## config.mk

```make
export PLATFORM = sky130hd
export DESIGN_NAME = regfile_2r1w
export DESIGN_NICKNAME = d
export VERILOG_FILES = /design/src/rtl/cpu_pkg.sv /design/src/rtl/regfile_2r1w_mux.sv /design/src/rtl/regfile_2r1w.sv
export SDC_FILE = /design/constraint.sdc
export NUM_CORES = 2
export LEC_CHECK = 0
export BUFFER_PORTS_ARGS = -buffer_cell sky130_fd_sc_hd__buf_2
export CAP_MARGIN = 15
export CORE_UTILIZATION = 40
export DETAILED_ROUTE_END_ITERATION = 12
export GPL_ROUTABILITY_DRIVEN = 0
export GPL_TIMING_DRIVEN = 0
export PLACE_DENSITY = 0.61
export SKIP_LAST_GASP = 1
export SLEW_MARGIN = 15
export SYNTH_ARGS = -nofsm -noshare
export SYNTH_HDL_FRONTEND = slang
export SYNTH_SLANG_ARGS = --single-unit
```

## constraint.sdc

```tcl
create_clock -name clk -period 1.65 [get_ports clk]
set_input_delay 0.165 -clock clk [delete_from_list [all_inputs] [get_ports clk]]
set_output_delay 0.165 -clock clk [all_outputs]
set_load 0.05 [all_outputs]
```

## src/rtl/cpu_pkg.sv

```systemverilog
// Shared datapath constants for the integer register file and its neighbours.
package cpu_pkg;

   localparam int REG_AW = 5;
   localparam int DATA_W = 64;
   localparam int NREG   = 32;

   // Register 31 is hardwired to zero; writes to it are discarded.
   localparam logic [REG_AW-1:0] XZR = 5'd31;

endpackage

```

## src/rtl/regfile_2r1w_mux.sv

```systemverilog
// 32-to-1 selector of N-bit words, used once per read port of the register file.
module Mux32to1Nbit #(
   parameter int N = 64
) (
   input  logic [31:0][N-1:0] data,
   input  logic [4:0]         sel,
   output logic [N-1:0]       out
);

   assign out = data[sel];

endmodule

```

## src/rtl/regfile_2r1w.sv

```systemverilog
// 32 x N register file: two registered read ports, one write port, XZR at index 31,
// and same-edge write-to-read forwarding.
module regfile_2r1w
   import cpu_pkg::*;
#(
   parameter int N    = DATA_W,
   parameter int NREG = 32
) (
   input  logic              clk,
   input  logic              reset,
   input  logic              rd_en,
   input  logic              stall,
   input  logic [REG_AW-1:0] ra,
   input  logic [REG_AW-1:0] rb,
   input  logic              we,
   input  logic [REG_AW-1:0] wa,
   input  logic [N-1:0]      wd,
   output logic [N-1:0]      da,
   output logic [N-1:0]      db,
   output logic              rd_valid
);

   logic [NREG-1:0][N-1:0] regs;
   logic [N-1:0]           mux_a;
   logic [N-1:0]           mux_b;
   logic [N-1:0]           next_da;
   logic [N-1:0]           next_db;

   always_ff @(posedge clk or negedge reset) begin
      if (!reset) begin
         regs <= '0;
      end else if (we && (wa != XZR)) begin
         regs[wa] <= wd;
      end
   end

   Mux32to1Nbit #(.N(N)) u_mux_a (
      .data (regs),
      .sel  (ra),
      .out  (mux_a)
   );

   Mux32to1Nbit #(.N(N)) u_mux_b (
      .data (regs),
      .sel  (rb),
      .out  (mux_b)
   );

   // Zero-register check wins over the bypass so a dropped write to 31 never leaks out.
   always_comb begin
      next_da = mux_a;
      next_db = mux_b;
      if (ra == XZR) begin
         next_da = '0;
      end else if (we && (wa == ra)) begin
         next_da = wd;
      end
      if (rb == XZR) begin
         next_db = '0;
      end else if (we && (wa == rb)) begin
         next_db = wd;
      end
   end

   always_ff @(posedge clk or negedge reset) begin
      if (!reset) begin
         da       <= '0;
         db       <= '0;
         rd_valid <= 1'b0;
      end else if (!stall) begin
         rd_valid <= rd_en;
         if (rd_en) begin
            da <= next_da;
            db <= next_db;
         end
      end
   end

endmodule
```

==> impl_metrics.py <==
metrics = {
    "run_status": {
        "outcome": "finished, violations left",
        "failed_checks": "negative hold slack, max-capacitance violations, max-slew violations, negative setup slack",
    },
    "sta": {
        "hold_viol": 810,
        "fin_crit_sh_pct": 126,
        "period_minus_slack_ns": 2.08,
        "fin_setup_tns_ns": -53.19,
        "rsz0062_at_grt": "true",
        "setup_ws_ns": -0.432,
        "finClkSkew_ns": 0.0952,
        "slew_viol_final": 11,
        "max_freq_mhz": 480,
        "worstMarginPinSlew_ns": 1.52,
        "setup_viol": 551,
        "whs_ns": -0.874,
        "slew_headroom_pct": -1.06,
    },
    "cts": {
        "cts-root-buf": "clkbuf_16",
        "clk_pin_slew_ns": 0.07,
        "cts_tree": "yes",
        "insertion_delay_ns": 0.99,
        "cts_buffers": 239,
        "cts.sinks": 2177,
        "clk_path_buf_depth": 4,
        "htreeDepth": 4,
    },
    "grt": {
        "overflow": 0,
        "grt.met2_usage_pct": 55.2,
        "grtUsageMet1_pct": 46.5,
        "use_met3_pct": 23.3,
        "grt_max_degree": 148,
        "grt_use_total_pct": 41.0,
        "grt_pass1_wl_um": 785000,
        "grt_pass1_vias": 86800,
        "gr-max-usage-layer": "met2",
        "antenna_found_initial": 87,
    },
    "layout": {
        "fillCellCount": 24300,
        "fin_area_sq_um": 137000,
        "final-seq-area_sq_um": 54500,
        "syn_to_final_growth_pct": 20.1,
        "multi_input_area_sq_um": 57700,
        "drive_above_1_share_pct": 48.2,
        "final_nets": 8702,
    },
    "setup_path": {
        "crit_chain": "buf_2 -> and2_1 -> clkbuf_2 -> clkbuf_1 -> a22oi_1 -> a21oi_1 -> nor4_2 -> a221o_1",
        "slowest_delay_ns": 1.13,
        "critPathMaxFanout": 10,
        "timing_worst_setup_path_type": "in2reg",
        "endpoint_kind": "flip-flop",
        "cp_slowest_cell": "clkbuf_1",
        "crit_path_start_kind": "input pin",
        "cp_num_buf_inv": 3,
        "worstPathRequired_ns": 2.52,
        "cp.arrival_ns": 2.95,
        "cp_top_family": "buffers and inverters",
    },
    "yosys": {
        "synthDistinctLibCells": 53,
        "netlist.area_leader.share_pct": 47.7,
        "synth_ff_type": "dfrtp_1",
        "synth_top_area_cell": "dfrtp_1",
        "ys_seq_elements": 2177,
        "syn_avg_cell_area_sq_um": 14.5,
        "yosysSeqAreaShare_pct": 47.7,
        "syn_nets": 7956,
        "syn_inst": 7872,
        "synth_edf_count": 0,
        "yosysWarnings": 0,
        "async_flop_share_pct": 100,
        "syn_area_sq_um": 114000,
        "synth_area_leaders": "dfrtp_1, mux2_2, mux4_2, mux2i_1, mux2_1",
    },
    "placed_design": {
        "dp_hpwl_um": 396000,
        "placed_area_sq_um": 123000,
        "placement.io_buffers": 199,
        "pre_cts_ws_ns": -2.96,
    },
    "power_and_ir_drop": {
        "p_sw_w": 0.0530,
        "pwr-share-comb_pct": 23.9,
        "clockPowerShare_pct": 33.3,
        "total_power_w": 0.168,
        "swShare_pct": 31.5,
        "pwr-share-seq_pct": 42.8,
        "power.leakage_nw": 60.1,
        "power.internal_w": 0.115,
        "vdd_drop_max_mv": 1.06,
        "p_per_area_nw_per_um2": 1230,
    },
    "route": {
        "drt-vias-per-instance": 7.19,
        "wl_per_cell_um": 47.2,
        "drc": 0,
        "drtIter0Drc": 13200,
        "dr.pass1.iters": 8,
        "num_vias": 91100,
        "drt-total-wl_um": 598000,
        "postRouteAntennaNets": 0,
    },
    "floorplanning": {
        "rows": 195,
        "die_x_um": 536,
        "io_pins": 213,
        "dieArea_sq_um": 288000,
        "die_h_um": 536,
        "coreArea_sq_um": 283000,
        "start_util_pct": 40.3,
    },
    "min_path": {
        "hold_path_class": "in2async",
    },
    "flow_run": {
        "drv_cap": 1,
    },
}
-- cell families after synthesis --
logic type / count (synthesis) / synth area share [%]
XOR/XNOR: 10 / 0.0767
AND/OR/NAND/NOR: 301 / 1.28
flip-flops: 2177 / 47.7
multiplexers: 3490 / 40.7
AO/OA/AOI/OAI: 988 / 6.49
buffers and inverters: 906 / 3.81
-- power by group through the flow --
| stage | clock network, W | registers [W] | logic, W |
|---|---|---|---|
| after detailed placement | 0 | 0.0722 | 0.0353 |
| after CTS | 0.0556 | 0.0713 | 0.0376 |
| final | 0.0560 | 0.0721 | 0.0402 |
| after floorplan | 0 | 0.0709 | 0.0230 |
| after global routing | 0.0576 | 0.0729 | 0.0412 |
| after global placement | 0 | 0.0718 | 0.0335 |
-- metal layers --
layer | vias to the layer above | wire, um
li1 | 32000 | -
met5 | - | 1450
met4 | 68 | 60700
met1 | 47500 | 203000
met2 | 8649 | 242000
met3 | 2841 | 91600
-- Yosys cell counts, types with 2 or more instances --
master,instances
a211o_1,9
a22oi_1,133
buf_2,270
buf_6,49
a221oi_1,41
o31ai_1,49
nand2_1,24
nor2_2,6
mux2_2,1733
a2111oi_1,28
a21oi_1,191
a221o_1,41
nor4_1,15
nor2_4,3
nand3_1,4
xnor2_1,10
or2_2,3
o21ai_1,53
buf_4,65
nor2_1,159
or2_1,9
a2111oi_0,14
o41ai_2,15
nand4_1,2
nand3b_1,6
dfrtp_1,2177
nor2b_1,53
a2111oi_2,37
a21o_1,63
clkbuf_1,495
a211oi_1,78
o221ai_1,96
and2_1,3
o22ai_1,113
nand2b_1,3
nor3b_1,5
mux2i_1,753
o21bai_1,2
mux2_1,284
a2bb2oi_1,4
buf_1,25
mux4_2,720
o21ai_0,19
-- path summary, 6_finish.rpt --
kind                                        start                endpoint  slack [ns]  depth (start not counted)
max in group asynchronous                   reset  regs[1778]$_DFFE_PN0P_        0.39                          4
hold / removal                              reset  regs[1846]$_DFFE_PN0P_       -0.87                          1
hold reg to reg            regs[2005]$_DFFE_PN0P_  regs[2005]$_DFFE_PN0P_        0.47                          1
min in group clk                           wd[12]  regs[1868]$_DFFE_PN0P_        0.05                          3
setup / recovery                            rb[4]      db[54]$_DFFE_PN0P_       -0.43                          8
setup reg to reg           regs[1613]$_DFFE_PN0P_      db[13]$_DFFE_PN0P_       -0.33                          5
-- per-stage QoR --
step           util (%)  cells
2_1_floorplan         -   7872
3_3_place_gp       42.8  11800
3_5_place_dp       43.4  11900
4_1_cts            47.5  12400
5_1_grt            48.3  12600
6_report           48.4  12700
-- final cells by class --
| type | instances | area share [%] |
|---|---|---|
| antenna | 122 | 0.223 |
| buffer | 904 | 4.57 |
| clock buffer | 345 | 5.06 |
| clock inverter | 77 | 0.680 |
| inverter | 1 | 0.00274 |
| multi-input combinational | 4789 | 42.1 |
| sequential | 2177 | 39.8 |
| tap | 3743 | 3.41 |
| timing repair buffer | 506 | 4.21 |
-- sequential cells by signal, indices dropped and copies added (netlist names) --
register and flops:
regs 2048, da 64, db 64, rd_valid 1
-- placed cells by master (no fill, tap or decap), types with 63 or more instances in the layout --
master	netlist	layout
buf_6	49	200
mux2i_1	753	719
buf_2	270	180
buf_12	0	79
a21o_1	63	63
dlygate4sd3_1	0	76
clkbuf_8	0	70
mux2_1	284	284
a22oi_1	133	133
clkbuf_1	495	339
buf_4	65	290
a211oi_2	0	67
clkbuf_2	0	142
o221ai_1	96	96
a21oi_1	191	185
mux4_2	720	720
o22ai_1	113	99
mux2_2	1733	1661
nor2_1	159	127
dfrtp_1	2177	2124
clkbuf_16	0	240
mux2_4	0	72
diode_2	0	122
-- what timing repair did --
item                                    4_1_cts  5_1_grt
hold buffers                                 73        5
pin swaps                                   121       64
hold endpoints to repair                   2168      726
buffers inserted                             59      103
endpoints found under the setup margin     1580     1590
resized for setup                           646      481
cloned                                        6        1
No activity file was read; power rests on OpenSTA's default activity.
